===== src/rtl/cp0_timer_intr_pkg.sv =====
// Shared CP0 timer definitions: CP0 {rd,sel} addresses, the Count reset value and
// the mfc0 address decode used by the timer block.
package cp0_timer_intr_pkg;

    localparam logic [7:0]  CP0ADDR_COUNT   = 8'h48;
    localparam logic [7:0]  CP0ADDR_COMPARE = 8'h58;
    localparam logic [31:0] COUNT_INI       = 32'h0;

    typedef enum logic [1:0] {
        RD_NONE    = 2'd0,
        RD_COUNT   = 2'd1,
        RD_COMPARE = 2'd2
    } rd_sel_e;

    function automatic rd_sel_e decode_rd(input logic [7:0] addr);
        if (addr == CP0ADDR_COUNT) begin
            return RD_COUNT;
        end else if (addr == CP0ADDR_COMPARE) begin
            return RD_COMPARE;
        end
        return RD_NONE;
    endfunction

endpackage


===== src/rtl/cp0_count_div.sv =====
// Count prescaler: toggles div_phase each cycle (COUNT_DIV=2) and flags the
// cycles on which Count advances; a Count write restarts the phase at 0.
module cp0_count_div #(
    parameter int COUNT_DIV = 2
) (
    input  logic clk,
    input  logic rst_n,
    input  logic restart_i,
    output logic inc_o
);

    logic div_phase_q, div_phase_d;

    always_comb begin
        div_phase_d = 1'b0;
        if (COUNT_DIV == 2) begin
            div_phase_d = restart_i ? 1'b0 : ~div_phase_q;
        end
    end

    always_ff @(posedge clk or negedge rst_n) begin
        if (!rst_n) begin
            div_phase_q <= 1'b0;
        end else begin
            div_phase_q <= div_phase_d;
        end
    end

    assign inc_o = (COUNT_DIV == 1) ? 1'b1 : div_phase_q;

endmodule


===== src/rtl/cp0_timer_intr.sv =====
// CP0 Count timer and timer interrupt (Cause.TI / IP7): owns Count, compares it
// against the externally held Compare value and serves mfc0 reads of both.
module cp0_timer_intr
    import cp0_timer_intr_pkg::*;
#(
    parameter int COUNT_DIV = 2
) (
    input  logic        clk,
    input  logic        rst_n,
    input  logic        mtc0_we,
    input  logic [31:0] mtc0_data,
    input  logic [7:0]  cp0_addr,
    input  logic [31:0] cp0_Compare_data,
    input  logic        mfc0_re,
    output logic [31:0] mfc0_data,
    output logic        mfc0_hit,
    output logic        timer_int
);

    logic [31:0] count_q, count_d;
    logic        armed_q, armed_d;
    logic        ti_q, ti_d;
    logic [31:0] rdata_q, rdata_d;
    logic        hit_q, hit_d;

    logic        wr_count;
    logic        wr_compare;
    logic        count_inc;
    logic        match;
    rd_sel_e     rd_sel;

    assign wr_count   = mtc0_we && (cp0_addr == CP0ADDR_COUNT);
    assign wr_compare = mtc0_we && (cp0_addr == CP0ADDR_COMPARE);
    assign rd_sel     = decode_rd(cp0_addr);

    cp0_count_div #(
        .COUNT_DIV(COUNT_DIV)
    ) u_count_div (
        .clk      (clk),
        .rst_n    (rst_n),
        .restart_i(wr_count),
        .inc_o    (count_inc)
    );

    // Compare has no reset, so matching is held off until software has written it once.
    assign match = armed_q && (count_q == cp0_Compare_data);

    always_comb begin
        count_d = count_q;
        if (wr_count) begin
            count_d = mtc0_data;
        end else if (count_inc) begin
            count_d = count_q + 32'd1;
        end

        armed_d = armed_q || wr_compare;

        ti_d = ti_q;
        if (wr_compare) begin
            ti_d = 1'b0;
        end else if (match) begin
            ti_d = 1'b1;
        end

        // Reads sample pre-write, pre-increment values; no read leaves the data latched.
        rdata_d = rdata_q;
        hit_d   = 1'b0;
        if (mfc0_re) begin
            unique case (rd_sel)
                RD_COUNT: begin
                    rdata_d = count_q;
                    hit_d   = 1'b1;
                end
                RD_COMPARE: begin
                    rdata_d = cp0_Compare_data;
                    hit_d   = 1'b1;
                end
                default: begin
                    rdata_d = 32'h0;
                    hit_d   = 1'b0;
                end
            endcase
        end
    end

    always_ff @(posedge clk or negedge rst_n) begin
        if (!rst_n) begin
            count_q <= COUNT_INI;
            armed_q <= 1'b0;
            ti_q    <= 1'b0;
            rdata_q <= 32'h0;
            hit_q   <= 1'b0;
        end else begin
            count_q <= count_d;
            armed_q <= armed_d;
            ti_q    <= ti_d;
            rdata_q <= rdata_d;
            hit_q   <= hit_d;
        end
    end

    assign mfc0_data = rdata_q;
    assign mfc0_hit  = hit_q;
    assign timer_int = ti_q;

endmodule

===== config.mk =====
export PLATFORM = sky130hd
export DESIGN_NAME = cp0_timer_intr
export DESIGN_NICKNAME = d
export VERILOG_FILES = /design/src/rtl/cp0_timer_intr_pkg.sv /design/src/rtl/cp0_count_div.sv /design/src/rtl/cp0_timer_intr.sv
export SDC_FILE = /design/constraint.sdc
export NUM_CORES = 1
export LEC_CHECK = 0
export BUFFER_PORTS_ARGS = -buffer_cell sky130_fd_sc_hd__buf_2
export CAP_MARGIN = 10
export CORE_UTILIZATION = 50
export DETAILED_ROUTE_END_ITERATION = 8
export PLACE_DENSITY = 0.81
export SLEW_MARGIN = 25
export SYNTH_ARGS = -nofsm -noshare
export SYNTH_HDL_FRONTEND = slang
export SYNTH_SLANG_ARGS = --single-unit

===== constraint.sdc =====
create_clock -name clk -period 2.5 [get_ports clk]
set_input_delay 0.25 -clock clk [delete_from_list [all_inputs] [get_ports clk]]
set_output_delay 0.25 -clock clk [all_outputs]
set_load 0.02 [all_outputs]

Word-level counts from Yosys, hierarchy flattened
Cells that the tools add are included.
{"block": "word_totals", "ff_bits": 68, "input_bits": 76, "out_inout_bits": 34}
{"block": "classes", "addsub": 1, "eq_ne": 5, "mux": 13, "n_bitwise": 1, "n_reduce_logical": 7}
{"op": "two-way mux 32 bit", "n": 2}
{"op": "case mux 32 bit (2 select lines)", "n": 1}
{"op": "adder 32 x 1 -> 32 bit (second input constant)", "n": 1}
{"op": "== test 32 bit", "n": 1}
{"op": "== test 8 x 7 -> 1 bit (second input constant)", "n": 2}
{"op": "two-way mux 1 bit", "n": 7}
{"op": "two-way mux 2 bit", "n": 3}
{"op": "nonzero test 2 bit", "n": 2}
{"op": "logical AND 1 bit", "n": 3}
{"op": "== test 2 x 1 -> 1 bit (second input constant)", "n": 1}
{"op": "== test 2 bit (second input constant)", "n": 1}
{"op": "OR reduction 2 bit", "n": 1}
{"op": "logical OR 1 bit", "n": 1}
{"op": "inverter 1 bit", "n": 1}

Depth between registers and ports, before layout
Gate-level depths: netlist of run 1.
{"block": "depth", "depth_word": 8, "depth_mapped": 7, "depth_no_buf": 5}

By module
From an unflattened synthesis of run 1, not the netlist that was laid out.
{"block": "unflattened", "cells_unflattened": 413, "area_unflattened_um2": 3739.8}
{"module": "cp0_timer_intr", "n_inst": 1, "cells_per_inst": 411, "area_each_um2": 3711.1, "seq_area_each_um2": 1676.6}
{"module": "cp0_count_div", "n_inst": 1, "cells_per_inst": 2, "area_each_um2": 28.8, "seq_area_each_um2": 25.0}

Least setup slack after synthesis of run 1
No wires, ideal clock.
{"block": "synth_timing", "path_type": "register -> register", "from": "register count_q[0]", "to": "register count_q[24]", "setup_ps": 82, "arrival_ps": 1972, "path_slack_ps": 446, "stages_incl_launch_ff": 7, "path_buffers": 1, "synth_period_minus_slack_ps": 2054, "cell_sequence": "dfrtp_1 -> ha_1 -> nand4_1 -> or4_1 -> buf_2 -> or4_1 -> a31oi_1"}
{"block": "synth_between", "elab_chain_cells": 3}
{"item": "start: declaration", "line_no": "cp0_timer_intr.sv:20", "source": "logic [31:0] count_q, count_d;"}
{"item": "start signal: assignment", "line_no": "cp0_timer_intr.sv:94", "source": "count_q <= count_d;"}
{"item": "adder 32 x 1 -> 32 bit", "line_no": "cp0_timer_intr.sv:53", "source": "count_d = count_q + 32'd1;"}
{"item": "two-way mux 32 bit", "line_no": "cp0_timer_intr.sv:52", "source": "end else if (count_inc) begin"}
{"item": "two-way mux 32 bit", "line_no": "cp0_timer_intr.sv:50", "source": "if (wr_count) begin"}
Every way passes these cells. The select of a mux whose other input is x is not followed.
A chain may end at the register's enable or synchronous reset.

Final worst setup path of run 1
{"block": "layout_timing", "from": "register count_q[5]", "to": "register count_q[31]"}
Same word-level chain as after synthesis.

==> results of run 1 <==
## metrics by stage
stage / utilization [%] / total power, mW / setup WS [ns] / instances
2_1_floorplan: - / 1.65 / 0.446 / 412
3_3_place_gp: 61.2 / 1.85 / 0.229 / 600
3_5_place_dp: 61.2 / 1.87 / 0.179 / 600
4_1_cts: 63.6 / 2.69 / 0.132 / 617
5_1_grt: 63.7 / 2.81 / 0.0226 / 617
6_report: 63.7 / 2.69 / 0.0847 / 617
## repair_timing
action	CTS	global route
endpoints found under the hold margin	68	0
buffers inserted	0	0
endpoints found under the setup margin	0	1
resized for setup	0	1
hold buffers	1	0
## cells by family after synthesis
| family | count (synthesis) | share of synthesized area (%) |
|---|---|---|
| AO/OA/AOI/OAI | 82 | 13.2 |
| XOR/XNOR | 45 | 10.2 |
| adder cells (fa/ha/maj) | 1 | 0.325 |
| buffers and inverters | 70 | 7.15 |
| flip-flops | 68 | 44.2 |
| multiplexers | 34 | 8.88 |
| AND/OR/NAND/NOR | 112 | 16.0 |
## tightest hold or removal path, delay by kind of cell
family                 cells  cell delay, ns
and+or+nand+nor            1            0.03
AOI/OAI and AO/OA          1            0.05
buffers and inverters      1            0.07
## per-layer routing
metal	vias to the layer above	share of wire (%)	global-route usage, %
li1	1669	-	-
met1	1677	46	35.6
met4	0	2.6	13.1
met2	109	47	40.8
met3	21	4.4	3.47
met5	-	0	0
## cell type report
cell class | count | share of cell area [%]
inverter | 39 | 3.14
clock buffer | 13 | 3.19
tap | 99 | 2.65
sequential | 68 | 36.5
clock inverter | 3 | 0.482
timing repair buffer | 121 | 13.9
multi-input combinational | 274 | 40.2
## layout by cell type, fill, tap and decap left out, types with 17 or more instances in the layout
master,count
buf_2,109
dfrtp_1,68
inv_1,39
xor2_1,34
mux2i_1,33
o22ai_1,32
nand2_1,25
nor2_1,20
o21ai_0,19
a31oi_1,17
## sequential cells by signal (all words and copies together) (netlist names)
name	cells
count_q	32
mfc0_hit	1
u_count_div.inc_o	1
mfc0_data	32
armed_q	1
timer_int	1
## report_power, final
part	internal (mW)	switching (mW)
clock network	0.391	0.437
registers	1.18	0.139
logic	0.238	0.309
## worst max-delay path by stage
stage / start / endpoint / slack, ns
after global routing: count_q[1] / count_q[25] / 0.02
final: count_q[5] / count_q[31] / 0.08
after CTS: count_q[0] / count_q[31] / 0.13
after global placement: count_q[0] / count_q[24] / 0.23
after floorplan: count_q[0] / count_q[24] / 0.45
after detailed placement: count_q[1] / count_q[24] / 0.18
==> results.py, run 1 <==
metrics = {
    "outcome": {
        "status": "finished, final reports clean",
    },
    "critical_path": {
        "rrSetupSlack_ns": 0.08,
        "crit_path_max_fanout": 18,
        "critPathBufInv": 0,
        "critPathKind": "reg -> reg",
        "path_cells": "nand4_4 -> or4_1 -> or4_1 -> a31oi_1",
        "cp_data_arrival_time_ns": 2.68,
        "cp_data_required_time_ns": 2.77,
        "crit_path_end_kind": "flop",
        "reg2reg_to": "count_q[31]",
        "slowest_delay_ns": 0.86,
        "worst_r2r_startpoint": "count_q[5]",
        "worstSetupStartpointType": "flop",
        "cpMostUsedCell": "or4_1",
        "cpLargestDelayFamily": "simple AND/OR/NAND/NOR gates",
        "cp.depth": 4,
        "ff2ff_path_depth": 4,
        "slowest_stage": "or4_1",
    },
    "synthesis": {
        "async_flop_share_pct": 100,
        "synthTopCellsByCount": "dfrtp_1 (68), inv_1 (39), xor2_1 (34), mux2i_1 (33), o22ai_1 (32)",
        "yosysTopAreaCell": "dfrtp_1",
        "synth_top_area_share_pct": 44.2,
        "yosysSeqAreaShare_pct": 44.2,
        "syn-instance-count": 412,
        "synth-edff-count": 0,
        "syn_nets": 489,
        "synth_area_leaders": "dfrtp_1 (44%), mux2i_1 (8.6%), xor2_1 (7.7%), o22ai_1 (5.2%), inv_1 (3.8%)",
        "yosys_warnings": 0,
        "syn_area_per_cell_um2": 9.34,
        "ys_ff_latch": 68,
        "synth_ff_type": "dfrtp_1",
        "synth_most_common_cell": "dfrtp_1",
        "ys_types": 35,
        "synth.cell_area_mm2": 0.00385,
    },
    "timing": {
        "holdWs_ns": 0.0938,
        "worst_pin_slew_ns": 0.614,
        "timing.setup.tns_ns": 0,
        "rsz0062_at_grt": "no",
        "slew_violations": 0,
        "clock_skew_ns": 0.00926,
        "hold_viol": 0,
        "fin_crit_ns": 2.42,
        "fmax_mhz": 414,
        "setup_violations": 0,
        "layout_worst_path_cycle_share_pct": 96.6,
        "max_slew_margin_pct": 59.0,
    },
    "die": {
        "die_w_um": 89.7,
        "core_area_mm2": 0.00733,
        "ios": 110,
        "dieHeight_um": 89.7,
        "row_count": 31,
        "dieArea_mm2": 0.00805,
        "start_util_pct": 52.5,
    },
    "clock_network": {
        "htreeDepth": 3,
        "cts_sinks": 68,
        "cts_root_buffer": "clkbuf_8",
        "clkLatencyLatePin_ns": 0.35,
        "cts_buffer_depth": 2,
        "clk_pin_slew_ns": 0.08,
        "cts_buffers": 9,
        "tritoncts": "built",
    },
    "layout": {
        "final_nets": 590,
        "area_growth_pct": 21.3,
        "n_fill_cell": 607,
        "final_area_mm2": 0.00467,
        "multi_input_area_mm2": 0.00187,
        "n_antenna_cell": 0,
        "regArea_mm2": 0.00170,
        "drive_gt1_share_pct": 26.3,
    },
    "global_route": {
        "grtUsageTotal_pct": 26.0,
        "grt_overflow_total": 0,
        "grt_max_degree": 69,
        "grt_pass1_wl_um": 16500,
        "grt_pass1_vias": 3336,
        "antenna_found_initial": 0,
    },
    "routing": {
        "vias": 3476,
        "drc_errors": 0,
        "ant_nets": 0,
        "viasPerCell": 5.63,
        "wire_per_inst_um": 16.5,
        "drt_iter0_markers": 266,
        "drt_first_pass_iters": 7,
        "routed_wl_um": 10200,
    },
    "placed_design": {
        "hpwl_um": 7400,
        "port_buffers": 109,
        "place_congestion": 0.882,
        "postPlaceCellArea_mm2": 0.00448,
    },
    "min_path": {
        "hold_path.class": "in -> reg",
        "hold_start": "mtc0_data[6]",
        "holdPathStages": 3,
        "hold_end": "count_q[6]",
    },
    "pwr": {
        "peakVddDrop_mv": 0.256,
        "p_leak_nw": 2.15,
        "p_per_area_mw_per_mm2": 577,
    },
    "job": {
        "maxCapViolations": 0,
    },
}
Power figures use the tool's default switching activity.
==> run 2: changes to the inputs <==
==> constraint.sdc (replaced) <==
create_clock -name clk -period 3 [get_ports clk]
set_input_delay 0.3 -clock clk [delete_from_list [all_inputs] [get_ports clk]]
set_output_delay 0.3 -clock clk [all_outputs]
set_load 0.02 [all_outputs]
==> results.py, run 2 (same netlist as run 1, synthesis figures left out) <==
metrics = {
    "routing": {
        "viasPerCell": 5.67,
        "ant_nets": 0,
        "drc_errors": 0,
        "vias": 3456,
        "wire_per_inst_um": 16.4,
        "drt_iter0_markers": 246,
        "routed_wl_um": 9990,
        "drt_first_pass_iters": 5,
    },
    "timing": {
        "timing.setup.tns_ns": 0,
        "max_slew_margin_pct": 49.6,
        "fmax_mhz": 395,
        "clock_skew_ns": 0.00758,
        "fin_crit_ns": 2.53,
        "setup_slack_ns": 0.471,
        "hold_viol": 0,
        "holdWs_ns": 0.0175,
        "rsz0062_at_grt": "no",
        "setup_violations": 0,
        "layout_worst_path_cycle_share_pct": 84.3,
        "slew_violations": 0,
        "worst_pin_slew_ns": 0.756,
    },
    "layout": {
        "final_common_cell": "buf_2",
        "n_antenna_cell": 0,
        "area_growth_pct": 19.6,
        "n_fill_cell": 654,
        "final_cell_mix": "buf_2 (109), dfrtp_1 (68), inv_1 (39)",
        "multi_input_area_mm2": 0.00187,
        "final_nets": 584,
        "drive_gt1_share_pct": 25.3,
        "regArea_mm2": 0.00170,
    },
    "clock_network": {
        "cts_buffers": 9,
        "cts_buffer_depth": 2,
        "cts_sinks": 68,
        "cts-resized-gates": 0,
        "clkLatencyLatePin_ns": 0.34,
        "clk_pin_slew_ns": 0.07,
        "hold_buffers": 0,
        "postCtsSetupRepairBufs": 0,
        "cts_root_buffer": "clkbuf_8",
        "tritoncts": "built",
        "htreeDepth": 3,
    },
    "critical_path": {
        "critPathKind": "reg -> reg",
        "cp_data_required_time_ns": 3.27,
        "cpLargestDelayFamily": "simple AND/OR/NAND/NOR gates",
        "critPathBufInv": 0,
        "cpMostUsedCell": "or4_1",
        "crit_path_max_fanout": 17,
        "worstSetupStartpointType": "flop",
        "slowest_delay_ns": 0.75,
        "path_cells": "ha_1 -> nand4_1 -> or4_1 -> or4_1 -> a31oi_1",
        "slowest_stage": "or4_1",
        "cp_data_arrival_time_ns": 2.80,
        "crit_path_end_kind": "flop",
    },
    "die": {
        "dieArea_mm2": 0.00805,
        "die_w_um": 89.7,
        "core_area_mm2": 0.00733,
        "dieHeight_um": 89.7,
        "row_count": 31,
        "start_util_pct": 52.5,
        "ios": 110,
    },
    "outcome": {
        "status": "finished, final reports clean",
    },
    "global_route": {
        "grt_max_degree": 37,
        "grt_pass1_wl_um": 16000,
        "antenna_found_initial": 0,
        "grt_overflow_total": 0,
        "grt_pass1_vias": 3168,
        "grtUsageTotal_pct": 25.3,
    },
    "pwr": {
        "p_per_area_mw_per_mm2": 474,
        "p_leak_nw": 2.11,
        "power_mw": 2.18,
        "peakVddDrop_mv": 0.207,
    },
    "placed_design": {
        "place_congestion": 0.900,
        "dpl_worst_slack_ns": 0.531,
        "hpwl_um": 7440,
        "port_buffers": 109,
    },
    "min_path": {
        "hold_path.class": "in -> async",
    },
    "job": {
        "maxCapViolations": 0,
    },
}
[run 2: cell types whose count changed in the layout (fill, tap and decap cells not counted), sizes merged]
cell / previous run / this run
buf: 120 / 115
clkinvlp: 0 / 1
dlygate4sd3: 1 / 0
clkbuf: 13 / 12
clkinv: 3 / 1
[run 2: per-layer routing]
metal  GRT usage (%)  share of wire [%]
met4            9.56                1.8
met3            3.64                4.3
met1            35.8                 46
met5               0                  0
met2            39.4                 47
[run 2: final timing paths]
check | startpoint | to | slack (ns) | cells past startpoint
worst max-delay path | count_q[0] | count_q[24] | 0.47 | 5
worst min-delay path | rst_n | mfc0_data[8] | 0.02 | 1
worst max register to register | count_q[0] | count_q[24] | 0.47 | 5
worst min register to register | armed_q | armed_q | 0.48 | 1
max in group asynchronous | rst_n | count_q[27] | 2.34 | 2
min in group clk | mtc0_data[14] | count_q[14] | 0.15 | 3
[run 2: cell type report]
class / instances / area share (%)
multi-input combinational: 274 / 40.6
sequential: 68 / 37.0
timing repair buffer: 115 / 13.1
inverter: 39 / 3.18
clock buffer: 12 / 3.15
tap: 99 / 2.69
clock inverter: 2 / 0.272
[run 2: power breakdown]
group	internal (mW)	switching, mW
combinational	0.183	0.232
sequential	0.984	0.129
clock	0.313	0.341
total	1.48	0.702
[run 2: through the flow]
step / cell area (um^2) / util [%] / instances
after global routing: 4600 / 62.8 / 609
final: 4600 / 62.8 / 609
after detailed placement: 4450 / 60.6 / 595
after global placement: 4450 / 60.6 / 595
after floorplan: 3850 / - / 412
after CTS: 4600 / 62.8 / 609
==> run 3: changes to the inputs <==
--- a/config.mk
+++ b/config.mk
@@ -7,9 +7,9 @@
 export LEC_CHECK = 0
 export BUFFER_PORTS_ARGS = -buffer_cell sky130_fd_sc_hd__buf_2
 export CAP_MARGIN = 10
-export CORE_UTILIZATION = 50
+export CORE_UTILIZATION = 47
 export DETAILED_ROUTE_END_ITERATION = 8
-export PLACE_DENSITY = 0.81
+export PLACE_DENSITY = 0.8
 export SLEW_MARGIN = 25
 export SYNTH_ARGS = -nofsm -noshare
 export SYNTH_HDL_FRONTEND = slang
==> constraint.sdc (replaced) <==
create_clock -name clk -period 2.1 [get_ports clk]
set_input_delay 0.21 -clock clk [delete_from_list [all_inputs] [get_ports clk]]
set_output_delay 0.21 -clock clk [all_outputs]
set_load 0.02 [all_outputs]
==> results.py, run 3 (same netlist as run 1, synthesis figures left out) <==
metrics = {
    "clock_network": {
        "tritoncts": "built",
        "cts_sinks": 68,
        "cts_buffers": 9,
        "clk_pin_slew_ns": 0.08,
        "htreeDepth": 3,
        "cts_buffer_depth": 2,
        "clkLatencyLatePin_ns": 0.36,
        "cts_root_buffer": "clkbuf_8",
    },
    "routing": {
        "met1Wirelength_um": 4480,
        "vias": 3631,
        "routed_wl_um": 10700,
        "drt_iter0_markers": 240,
        "dr_wl_met3_um": 728,
        "highest_layer": "met4",
        "wl_met2_um": 5210,
        "wire_per_inst_um": 16.7,
        "drc_errors": 0,
        "viasPerCell": 5.66,
        "ant_nets": 0,
        "drt_first_pass_iters": 5,
    },
    "pwr": {
        "peakVddDrop_mv": 0.450,
        "p_leak_nw": 2.28,
        "p_per_area_mw_per_mm2": 725,
        "power_mw": 3.55,
    },
    "layout": {
        "drive_gt1_share_pct": 29.9,
        "final_common_cell": "buf_2",
        "final_nets": 611,
        "area_growth_pct": 27.3,
        "final_core_util_pct": 62.7,
        "final_cell_mix": "buf_2 (109), dfrtp_1 (68), inv_1 (39)",
        "n_antenna_cell": 0,
    },
    "placed_design": {
        "port_buffers": 109,
        "hpwl_um": 7970,
        "place_congestion": 0.883,
    },
    "critical_path": {
        "critPathKind": "reg -> reg",
        "path_cells": "ha_2 -> nand4_1 -> or4_4 -> buf_6 -> or4_1 -> a31oi_1",
        "cp_data_required_time_ns": 2.37,
        "worstSetupStartpointType": "flop",
        "slowest_stage": "or4_4",
        "crit_path_end_kind": "flop",
        "crit_path_max_fanout": 4,
        "slowest_delay_ns": 0.48,
        "cp_data_arrival_time_ns": 2.30,
    },
    "global_route": {
        "grt_max_degree": 69,
        "grtUsageTotal_pct": 26.5,
        "grt_overflow_total": 0,
        "grt_pass1_wl_um": 17400,
        "antenna_found_initial": 0,
        "grt_pass1_vias": 3511,
    },
    "die": {
        "die_w_um": 92.5,
        "row_count": 32,
        "dieArea_mm2": 0.00855,
        "dieHeight_um": 92.5,
        "ios": 110,
        "start_util_pct": 49.3,
        "core_area_mm2": 0.00781,
    },
    "min_path": {
        "hold_path.class": "in -> reg",
    },
    "timing": {
        "holdWs_ns": 0.0643,
        "worst_pin_slew_ns": 0.575,
        "rsz0062_at_grt": "yes",
        "fin_crit_ns": 2.03,
        "clock_skew_ns": 0.0123,
        "slew_violations": 0,
        "layout_worst_path_cycle_share_pct": 96.9,
        "max_slew_margin_pct": 61.6,
        "hold_viol": 0,
        "fmax_mhz": 492,
        "setup_violations": 0,
    },
    "job": {
        "maxCapViolations": 0,
    },
    "outcome": {
        "status": "finished, final reports clean",
    },
}
run 3: changes by cell type in the layout (fill, tap and decap cells not counted), moves of 2 or more:
cell / previous run / this run
buf_4: 5 / 28
clkbuf_1: 2 / 0
clkinv_2: 1 / 3
buf_6: 0 / 2
bufinv_16: 0 / 2
run 3: what timing repair did:
item | CTS | global route
gates cloned | 0 | 0
hold endpoints to repair | 68 | 0
hold buffers | 1 | 0
pin swaps | 0 | 2
resized for setup | 1 | 3
setup endpoints to repair | 1 | 5
buffers inserted | 0 | 1
run 3: critical path: cells and delay by family, from the launching register on:
family	cells	cell delay, ns
and+or+nand+nor	3	1.01
buffers and inverters	1	0.14
AOI/OAI and AO/OA	1	0.20
DFF	1	0.40
adders and majority gates	1	0.21
run 3: per-stage QoR:
step | area, um^2 | worst slack, ns | instances | TNS [ns]
global placement | 4650 | 0.105 | 623 | 0
detailed placement | 4650 | 0.0106 | 623 | 0
CTS | 4880 | 0.0477 | 640 | 0
global route | 4900 | -0.0156 | 641 | -0.0179
finish | 4900 | 0.0660 | 641 | 0
floorplan | 3850 | 0.0457 | 412 | 0
run 3: layer usage:
layer  up-vias  GRT usage [%]
li1       1712              -
met1      1741           35.0
met2       147           42.5
met3        31           4.19
met4         0           12.6
met5         -              0
run 3: area by class of cell:
class / count / area [um^2]
Clock buffer: 9 / 124
Inverter: 39 / 146
Multi-Input combinational cell: 274 / 1880
Sequential cell: 68 / 1700
Clock inverter: 7 / 91.3
Fill cell: 672 / 2910
Tap cell: 102 / 128
Timing Repair Buffer: 142 / 828
run 3: final timing paths:
kind	startpoint	to	slack, ns	cells past startpoint
max in group asynchronous	rst_n	count_q[10]	1.37	3
setup / recovery	count_q[0]	count_q[28]	0.07	6
setup reg to reg	count_q[0]	count_q[28]	0.07	6
hold reg to reg	armed_q	armed_q	0.48	1
hold / removal	mtc0_data[12]	count_q[12]	0.06	3
min in group asynchronous	rst_n	mfc0_data[6]	0.41	3
run 3: where the power goes:
part	internal, mW	leakage (nW)	switching (mW)	total (mW)
Clock	0.664	0.109	0.532	1.20
Sequential	1.41	0.838	0.108	1.51
Combinational	0.388	1.33	0.454	0.841
Total	2.46	2.28	1.09	3.55
